### config.mk
export PLATFORM = sky130hd
export DESIGN_NAME = pon_seq_flat
export DESIGN_NICKNAME = d
export VERILOG_FILES = /design/src/rtl/pon_seq_pkg.sv /design/src/rtl/pon_seq_if.sv /design/src/rtl/pon_seq_timer.sv /design/src/rtl/pon_seq.sv /design/src/flat_wrapper.sv
export SDC_FILE = /design/constraint.sdc
export NUM_CORES = 1
export LEC_CHECK = 0
export ABC_AREA = 1
export CAP_MARGIN = 10
export CORE_MARGIN = 2
export CORE_UTILIZATION = 30
export CTS_CLUSTER_DIAMETER = 60
export CTS_CLUSTER_SIZE = 10
export DETAILED_ROUTE_END_ITERATION = 6
export PLACE_DENSITY = 0.56
export SLEW_MARGIN = 0
export SYNTH_ARGS = -nofsm -noshare
export SYNTH_HDL_FRONTEND = slang
export SYNTH_SLANG_ARGS = --single-unit
### constraint.sdc
create_clock -name clk -period 2.15 [get_ports clk]
set_clock_uncertainty 0.1 [all_clocks]
set_input_delay 0.3225 -clock clk [delete_from_list [all_inputs] [get_ports clk]]
set_output_delay 0.3225 -clock clk [all_outputs]
set_load 0.01 [all_outputs]
### src/rtl/pon_seq_pkg.sv
// pon_pkg: sequencer state encoding, default timing constants and counter sizing helper
package pon_pkg;
   typedef enum logic [2:0] {
      IDLE   = 3'd0,
      UP_EN  = 3'd1,
      UP_GAP = 3'd2,
      RUN    = 3'd3,
      DOWN   = 3'd4,
      FAULT  = 3'd5
   } pon_state_t;
   localparam int PON_TSTEP = 100;
   localparam int PON_TOUT  = 500;
   localparam int PON_NRAIL = 4;
   function automatic int cnt_width(input int a, input int b);
      return $clog2(a > b ? a : b) + 1;
   endfunction
endpackage

### src/rtl/pon_seq_if.sv
// pon_seq_if: power request, per-rail power-good and status between board and sequencer
interface pon_seq_if import pon_pkg::*; #(parameter int N = PON_NRAIL) ();
   logic d;
   logic [N-1:0] pg;
   logic [N-1:0] en;
   logic rdy;
   logic flt;
   pon_state_t state;
   modport master(output d, pg, input en, rdy, flt, state);
   modport slave(input d, pg, output en, rdy, flt, state);
endinterface

### src/rtl/pon_seq_timer.sv
// pon_timer: saturating cycle counter shared by the rail gap and power-good timeout phases
module pon_timer import pon_pkg::*; #(
   parameter int W = cnt_width(PON_TSTEP, PON_TOUT)
) (
   input  logic         clk,
   input  logic         rst,
   input  logic         clr,
   input  logic         ld,
   input  logic         inc,
   input  logic [W-1:0] val,
   input  logic [W-1:0] tval,
   output logic         tc
);
   logic [W-1:0] cnt;
   // clear beats load beats count; counting holds at all-ones instead of wrapping
   always_ff @(posedge clk or posedge rst)
      if (rst) cnt <= '0;
      else if (clr) cnt <= '0;
      else if (ld) cnt <= val;
      else if (inc && cnt != '1) cnt <= cnt + W'(1);
   assign tc = cnt == tval;
endmodule

### src/rtl/pon_seq.sv
// pon_seq: enables rails in order with power-good timeouts, disables in reverse, trips all-off on faults
module pon_seq import pon_pkg::*; #(
   parameter int N     = PON_NRAIL,
   parameter int TSTEP = PON_TSTEP,
   parameter int TOUT  = PON_TOUT
) (
   input logic       clk,
   input logic       rst,
   pon_seq_if.slave  bus
);
   localparam int W  = cnt_width(TSTEP, TOUT);
   localparam int IW = N > 1 ? $clog2(N) : 1;
   pon_state_t state, nxt;
   logic [IW-1:0] idx, idx_n;
   logic [N-1:0] en, en_n, conf;
   logic [W-1:0] tval;
   logic rdy, flt, clr, inc, tc, bad, tmo, last;
   pon_timer #(.W(W)) u_tmr (
      .clk(clk), .rst(rst), .clr(clr), .ld(1'b0), .inc(inc),
      .val('0), .tval(tval), .tc(tc)
   );
   assign last = int'(idx) == N - 1;
   assign bad  = |(conf & ~bus.pg);
   assign tmo  = state == UP_EN && !bus.pg[idx] && tc;
   assign inc  = state == UP_EN || state == UP_GAP || state == DOWN;
   assign tval = state == UP_EN ? W'(TOUT - 1) : W'(TSTEP - 1);
   // rails already confirmed good; the rail still being brought up in UP_EN is excluded
   always_comb begin
      for (int j = 0; j < N; j++) conf[j] = j < int'(idx) || (j == int'(idx) && state != UP_EN);
   end
   // next state, rail index and enable image; faults outrank a falling request
   always_comb begin
      nxt = state;
      idx_n = idx;
      en_n = en;
      clr = 1'b0;
      case (state)
         IDLE: begin
            idx_n = '0;
            en_n = '0;
            if (bus.d && !flt) begin
               nxt = UP_EN;
               en_n[0] = 1'b1;
               clr = 1'b1;
            end
         end
         UP_EN, UP_GAP, RUN: begin
            if (bad || tmo) begin
               nxt = FAULT;
               en_n = '0;
            end else if (!bus.d) begin
               nxt = DOWN;
               en_n[idx] = 1'b0;
               clr = 1'b1;
            end else if (state == UP_EN && bus.pg[idx]) begin
               nxt = last ? RUN : UP_GAP;
               clr = 1'b1;
            end else if (state == UP_GAP && tc) begin
               nxt = UP_EN;
               idx_n = idx + IW'(1);
               en_n[idx_n] = 1'b1;
               clr = 1'b1;
            end
         end
         DOWN: begin
            if (tc) begin
               clr = 1'b1;
               if (idx == '0) nxt = IDLE;
               else begin
                  idx_n = idx - IW'(1);
                  en_n[idx_n] = 1'b0;
               end
            end
         end
         FAULT: begin
            en_n = '0;
            if (!bus.d) nxt = IDLE;
         end
         default: begin
            nxt = IDLE;
            en_n = '0;
         end
      endcase
   end
   // state and output registers; reset drops every enable at once
   always_ff @(posedge clk or posedge rst)
      if (rst) begin
         state <= IDLE;
         idx <= '0;
         en <= '0;
         rdy <= 1'b0;
         flt <= 1'b0;
      end else begin
         state <= nxt;
         idx <= idx_n;
         en <= en_n;
         rdy <= nxt == RUN;
         flt <= nxt == FAULT;
      end
   assign bus.en = en;
   assign bus.rdy = rdy;
   assign bus.flt = flt;
   assign bus.state = state;
endmodule

### src/flat_wrapper.sv
// flat-port wrapper written by rule: the top's interface ports become plain ports
module pon_seq_flat import pon_pkg::*;
#(
   parameter int N     = PON_NRAIL,
   parameter int TSTEP = PON_TSTEP,
   parameter int TOUT  = PON_TOUT
)
  (clk, rst, bus_d, bus_pg, bus_en, bus_rdy, bus_flt, bus_state);
  pon_seq_if #(.N(N)) bus_i ();
  input logic clk;
  input logic rst;
  input wire logic [$bits(bus_i.d)-1:0] bus_d;
  input wire logic [$bits(bus_i.pg)-1:0] bus_pg;
  output wire logic [$bits(bus_i.en)-1:0] bus_en;
  output wire logic [$bits(bus_i.rdy)-1:0] bus_rdy;
  output wire logic [$bits(bus_i.flt)-1:0] bus_flt;
  output wire logic [$bits(bus_i.state)-1:0] bus_state;
  assign bus_i.d = bus_d;
  assign bus_i.pg = bus_pg;
  assign bus_en = bus_i.en;
  assign bus_rdy = bus_i.rdy;
  assign bus_flt = bus_i.flt;
  assign bus_state = bus_i.state;
  pon_seq #(.N(N), .TSTEP(TSTEP), .TOUT(TOUT)) u_core (.clk(clk), .rst(rst), .bus(bus_i));
endmodule
**Yosys cells after proc, flatten, opt, wreduce, memory -nomap -nowiden**

Cells that the tools add are included.

- Bits in registers: 21
- Bits of input ports: 7
- Output and inout port bits: 9

- $add $sub $neg: 3
- $lt $le $gt $ge: 9
- Equality and inequality tests: 22
- Mux-type cells: 42
- Bitwise logic cells: 7
- Reduce and logical (&&, ||, !) cells: 30

Operators by type and width:

| operator | count |
|---|---|
| $mux 3 | 8 |
| $mux 4 | 6 |
| $mux 10 | 2 |
| $logic_and 1x1->1 | 13 |
| $and 4x4->4 | 3 |
| $mux 2 | 6 |
| $not 4->4 | 3 |
| $pmux 3 s4 | 1 |
| $pmux 4 s3 | 1 |
| $mux 1 | 11 |
| $add 10x1->10 const B | 1 |
| $eq 10x10->1 | 1 |
| $ne 10x10->1 const B | 1 |
| $eq 3x2->1 const B | 3 |
| $eq 3x3->1 const B | 3 |
| $lt 2x3->1 const B | 3 |
| $mux 9 | 1 |
| $ne 2x2->1 const B | 4 |
| $reduce_and 7->1 | 1 |
| $demux 1 s2 | 3 |
| $ge 2x1->1 const B | 3 |
| $logic_or 1x1->1 | 6 |
| $pmux 2 s3 | 1 |
| $eq 2x2->1 const A | 2 |
| other kinds (22) | 26 |

**Longest topological paths before layout**

Gate-level depths: netlist (run 1).

- Depth in word-level cells: 11
- Gate-level depth with buffers: 12

**By module**

Synthesis (run 1) repeated with hierarchy kept, for this count alone.

- Cell total of the unflattened synthesis: 294
- Area total of the unflattened synthesis: 1943.1 sq um

By module, submodules not included:

| module | times used | cells an instance | area an instance (sq um) | seq. area each (sq um) |
|---|---|---|---|---|
| pon_seq | 1 | 154 | 1034.7 | 275.3 |
| pon_timer | 1 | 140 | 908.4 | 250.2 |

**Worst setup path before layout (run 1)**

Ideal clock, no wire load.

- Path kind: reg2reg
- Start: register u_core.idx[0]
- End: register u_core.u_tmr.cnt[6]
- Setup time: 0.121 ns
- Arrival: 1.577 ns
- Required time: 1.929 ns
- Path slack: 0.352 ns
- Stages on the path, launching flop included: 13
- Path buffers: 0
- Path through: dfrtp_1 > inv_2 > ha_1 > inv_1 > a21oi_1 > nand2_1 > nand2_1 > nor2_4 > nand2_2 > nor2_1 > nand2_2 > nand2_4 > nor2_2

- Word-level cells in the longest chain between the ends: 9
- Elaborated cells between the ends (all ways): 29
- Classes of those cells: order compare: 3; eq/ne: 3; mux: 7; bitwise: 1; reduce/logical: 15

Ends and longest elaborated chain:

| what | RTL line | text |
|---|---|---|
| start: declaration | pon_seq.sv:14 | `logic [IW-1:0] idx, idx_n;` |
| start signal: assignment | pon_seq.sv:95 | `idx <= idx_n;` |
| $eq 2x2->1, or another cell as far along | pon_seq.sv:29 | `for (int j = 0; j < N; j++) conf[j] = j < int'(idx) \|\| (j == int'(idx) && state != UP_EN);` |
| $logic_and 1x1->1 / $mux 1 (equally long branches) | pon_seq.sv:29, pon_seq.sv:24, pon_seq.sv:55 |  |
| $logic_or 1x1->1 / $logic_not 1->1 (equally long branches) | pon_seq.sv:29, pon_seq.sv:24 |  |
| $and 4x4->4 / $logic_and 1x1->1 (equally long branches) | pon_seq.sv:23, pon_seq.sv:24 |  |
| $reduce_or 4->1 / $logic_and 1x1->1 (equally long branches) | pon_seq.sv:23, pon_seq.sv:24 |  |
| $logic_or 1x1->1 | pon_seq.sv:48 | `if (bad \|\| tmo) begin` |
| $mux 1 * | pon_seq.sv:48 |  |
| $pmux 1 s3 * | pon_seq.sv:37 | `case (state)` |
| $mux 10 / $reduce_bool 2->1 (equally long branches) | n/a |  |
| end signal: assignment | pon_seq_timer.sv:19 | `else if (ld) cnt <= val;` |
| end signal: assignment | pon_seq_timer.sv:20 | `else if (inc && cnt != '1) cnt <= cnt + W'(1);` |
| end: declaration | pon_seq_timer.sv:14 | `logic [W-1:0] cnt;` |

Every way passes the cells marked *; elsewhere a longest branch is shown, timed or not. The select of a mux whose other input is x is not followed.
A chain may end at the register's enable or synchronous reset.

**Worst setup path in the final report (run 1)**

Ends and elaborated chain as after synthesis.

==> impl_metrics.toml, run 1 <==
[cts]
cts_tree = "built"
root_buffer = "clkbuf_8"
cts_made_buffers = 3
clk_latency_ps = 260
post-cts-setup-buffer-count = 0
hold_buffers = 0
postCtsResizedCells = 0
path_clk_slew_ps = 80
ctsLongestPathBuffers = 2
cts.htree.levels = 1
clock_sinks = 21

[global_route]
grt_usage = 0.131
grt_pass1_wl_mm = 6.23
gr-total-overflow = 0
grt_max_degree = 22
antenna_found_initial = 0
grt_pass1_vias = 1395

[die]
die_w_microns = 76.6
die_h_microns = 76.6
core_area_sq_um = 5110
rows = 26
initial_core_util = 0.310
fp.dieArea_sq_um = 5870
ioPinCount = 16

[worst_setup_path]
r2r_cells = 12
worstPathRequired_ps = 2210
endpoint = "u_core.u_tmr.cnt[6]"
arrival_ps = 2030
critPathKind = "reg -> reg"
cp_max_fo = 10
regToRegSetupSlack_ps = 170
cp-end-kind = "flip-flop"
rr_startpoint = "u_core.idx[0]"
start_kind = "flip-flop"
worst_r2r_endpoint = "u_core.u_tmr.cnt[6]"
crit_path_start = "u_core.idx[0]"

[logic_synthesis]
syn_area_per_cell_sq_um = 7.03
yosysUniqueCellTypes = 25
syn_area_sq_um = 1580
synth-seq-cells = 21
synth_seq_area_share = 0.332
yosysWarnings = 0
yosys-top-cells-area = "dfrtp_1 (33%), nand2_1 (14%), inv_1 (5.9%)"
syn_nets = 237
syn_inst = 225
synth_top_area_share = 0.332
synth_top_cell_by_area = "dfrtp_1"

[cells_and_area]
layoutNonFillerInstCount = 318
post-route-util = 0.373
antenna_cells = 0
drive_gt1_frac = 0.181
syn2layout_area_growth_pct = 20.4
finalNetCount = 261

[detailed_routing]
via_per_inst = 4.57
drcViolationCount = 0
ant_nets = 0
drtIter0Drc = 90
wire_per_inst_microns = 11.3
vias = 1454
wirelength_mm = 3.60
dr.pass1.iters = 4

[timing]
fin_crit_ps = 1980
rsz0062_at_grt = "no"
tightest_slew_ps = 327
post-route-period-util = 0.919
setup_tns_ps = 0
slew_violations = 0
hold_slack_ps = 287
hold_violations = 0
setup_viol = 0
fmax_ghz = 0.506
slew_headroom = 0.780

[placement]
port_buffers = 15
dp.cells = 314
place_congestion = 0.836
place_hpwl_mm = 2.81

[power_and_ir_drop]
p_leak_nw = 0.906
powerDensity_nw_per_um2 = 1040
vdd_drop_max_uv = 685
total_power_mw = 1.98

[hold_path]
hp-class = "in -> async"

[run_status]
outcome = "completed"

[flow_run]
cap_violations = 0
## layer usage
metal / GRT usage / wire (microns) / up-vias
met2: 0.209 / 1630 / 40
met4: 0.0473 / 71 / 0
li1: - / - / 767
met5: 0 / 0 / -
met1: 0.173 / 1720 / 641
met3: 0.0296 / 178 / 6
## layout by cell type (no fill, tap or decap), drive strengths merged
cell type	n
inv	29
nand3b	3
o21bai	1
xnor2	1
a31oi	1
buf	4
nor2	35
dfrtp	21
nand4	11
nand2	71
xor2	5
or2	1
a21oi	11
clkinvlp	1
nor3	5
clkdlybuf4s50	15
ha	5
clkbuf	3
o21ai	4
o31a	1
nand3	20
## per-stage QoR
step / cell area [sq um] / worst slack [ps]
2_1_floorplan: 1580 / 352
3_3_place_gp: 1850 / 142
3_5_place_dp: 1850 / 152
4_1_cts: 1900 / 164
5_1_grt: 1900 / 0.660
6_report: 1900 / 174
## where the power goes
group / total (mW) / switching (mW) / internal, mW
combinational: 1.09 / 0.675 / 0.416
sequential: 0.618 / 0.124 / 0.494
clock: 0.269 / 0.138 / 0.131
## cells in the mapped netlist
cell type / count
nand2_2: 8
a21oi_1: 11
nor3_1: 5
ha_1: 5
o21bai_1: 1
nand2_4: 2
nor2_2: 13
nand2_1: 61
xnor2_1: 1
inv_1: 25
nand3_2: 1
nand3b_1: 3
dfrtp_1: 21
nand4_2: 1
inv_2: 4
nor2_1: 19
nor2_4: 3
xor2_1: 5
o31a_1: 1
or2_2: 1
nand3_1: 18
nand4_1: 10
nand3_4: 1
o21ai_0: 4
a31oi_1: 1
## registers in the layout, indices dropped and copies added (netlist names)
| register | flops |
|---|---|
| u_core.u_tmr.cnt | 10 |
| u_core.bus.rdy | 1 |
| u_core.bus.state | 3 |
| u_core.idx | 2 |
| u_core.bus.en | 4 |
| u_core.bus.flt | 1 |
## cell type report
| type | count | area [sq um] |
|---|---|---|
| Clock buffer | 3 | 41.3 |
| Clock inverter | 1 | 7.51 |
| Fill cell | 544 | 3200 |
| Inverter | 29 | 109 |
| Multi-Input combinational cell | 175 | 952 |
| Sequential cell | 21 | 527 |
| Tap cell | 70 | 87.6 |
| Timing Repair Buffer | 19 | 180 |
## worst min path at each step
| stage | startpoint | end | slack [ps] |
|---|---|---|---|
| floorplan | rst | u_core.bus.en[0] | 200 |
| global placement | u_core.u_tmr.cnt[9] | u_core.u_tmr.cnt[9] | 430 |
| detailed placement | u_core.u_tmr.cnt[9] | u_core.u_tmr.cnt[9] | 440 |
| CTS | rst | u_core.bus.rdy | 300 |
| global route | rst | u_core.bus.state[1] | 340 |
| finish | rst | u_core.idx[0] | 290 |
## kinds of logic (layout without fill, tap and decap cells)
group / after synthesis / in the layout / share of synthesized area
buffers and inverters: 29 / 52 / 0.0688
AND/OR/NAND/NOR: 146 / 146 / 0.464
flip-flops: 21 / 21 / 0.332
adder cells (fa/ha/maj): 5 / 5 / 0.0396
AO/OA/AOI/OAI: 18 / 18 / 0.0617
XOR/XNOR: 6 / 6 / 0.0332
## critical path, stage by stage (launching register included)
cell	delay (ps)
dfrtp_1	480
inv_2	90
ha_1	230
inv_1	100
a21oi_1	70
nand2_1	70
nand2_1	80
nor2_4	140
nand2_2	80
nor2_1	120
nand2_2	80
nand2_4	170
nor2_2	60
Power figures use the tool's default switching activity.
==> run 2: changes to the inputs <==
- SLEW_MARGIN: 0 -> not set
==> results of run 2 <==
Final layout, timing and power as in run 1 (identical DEF).
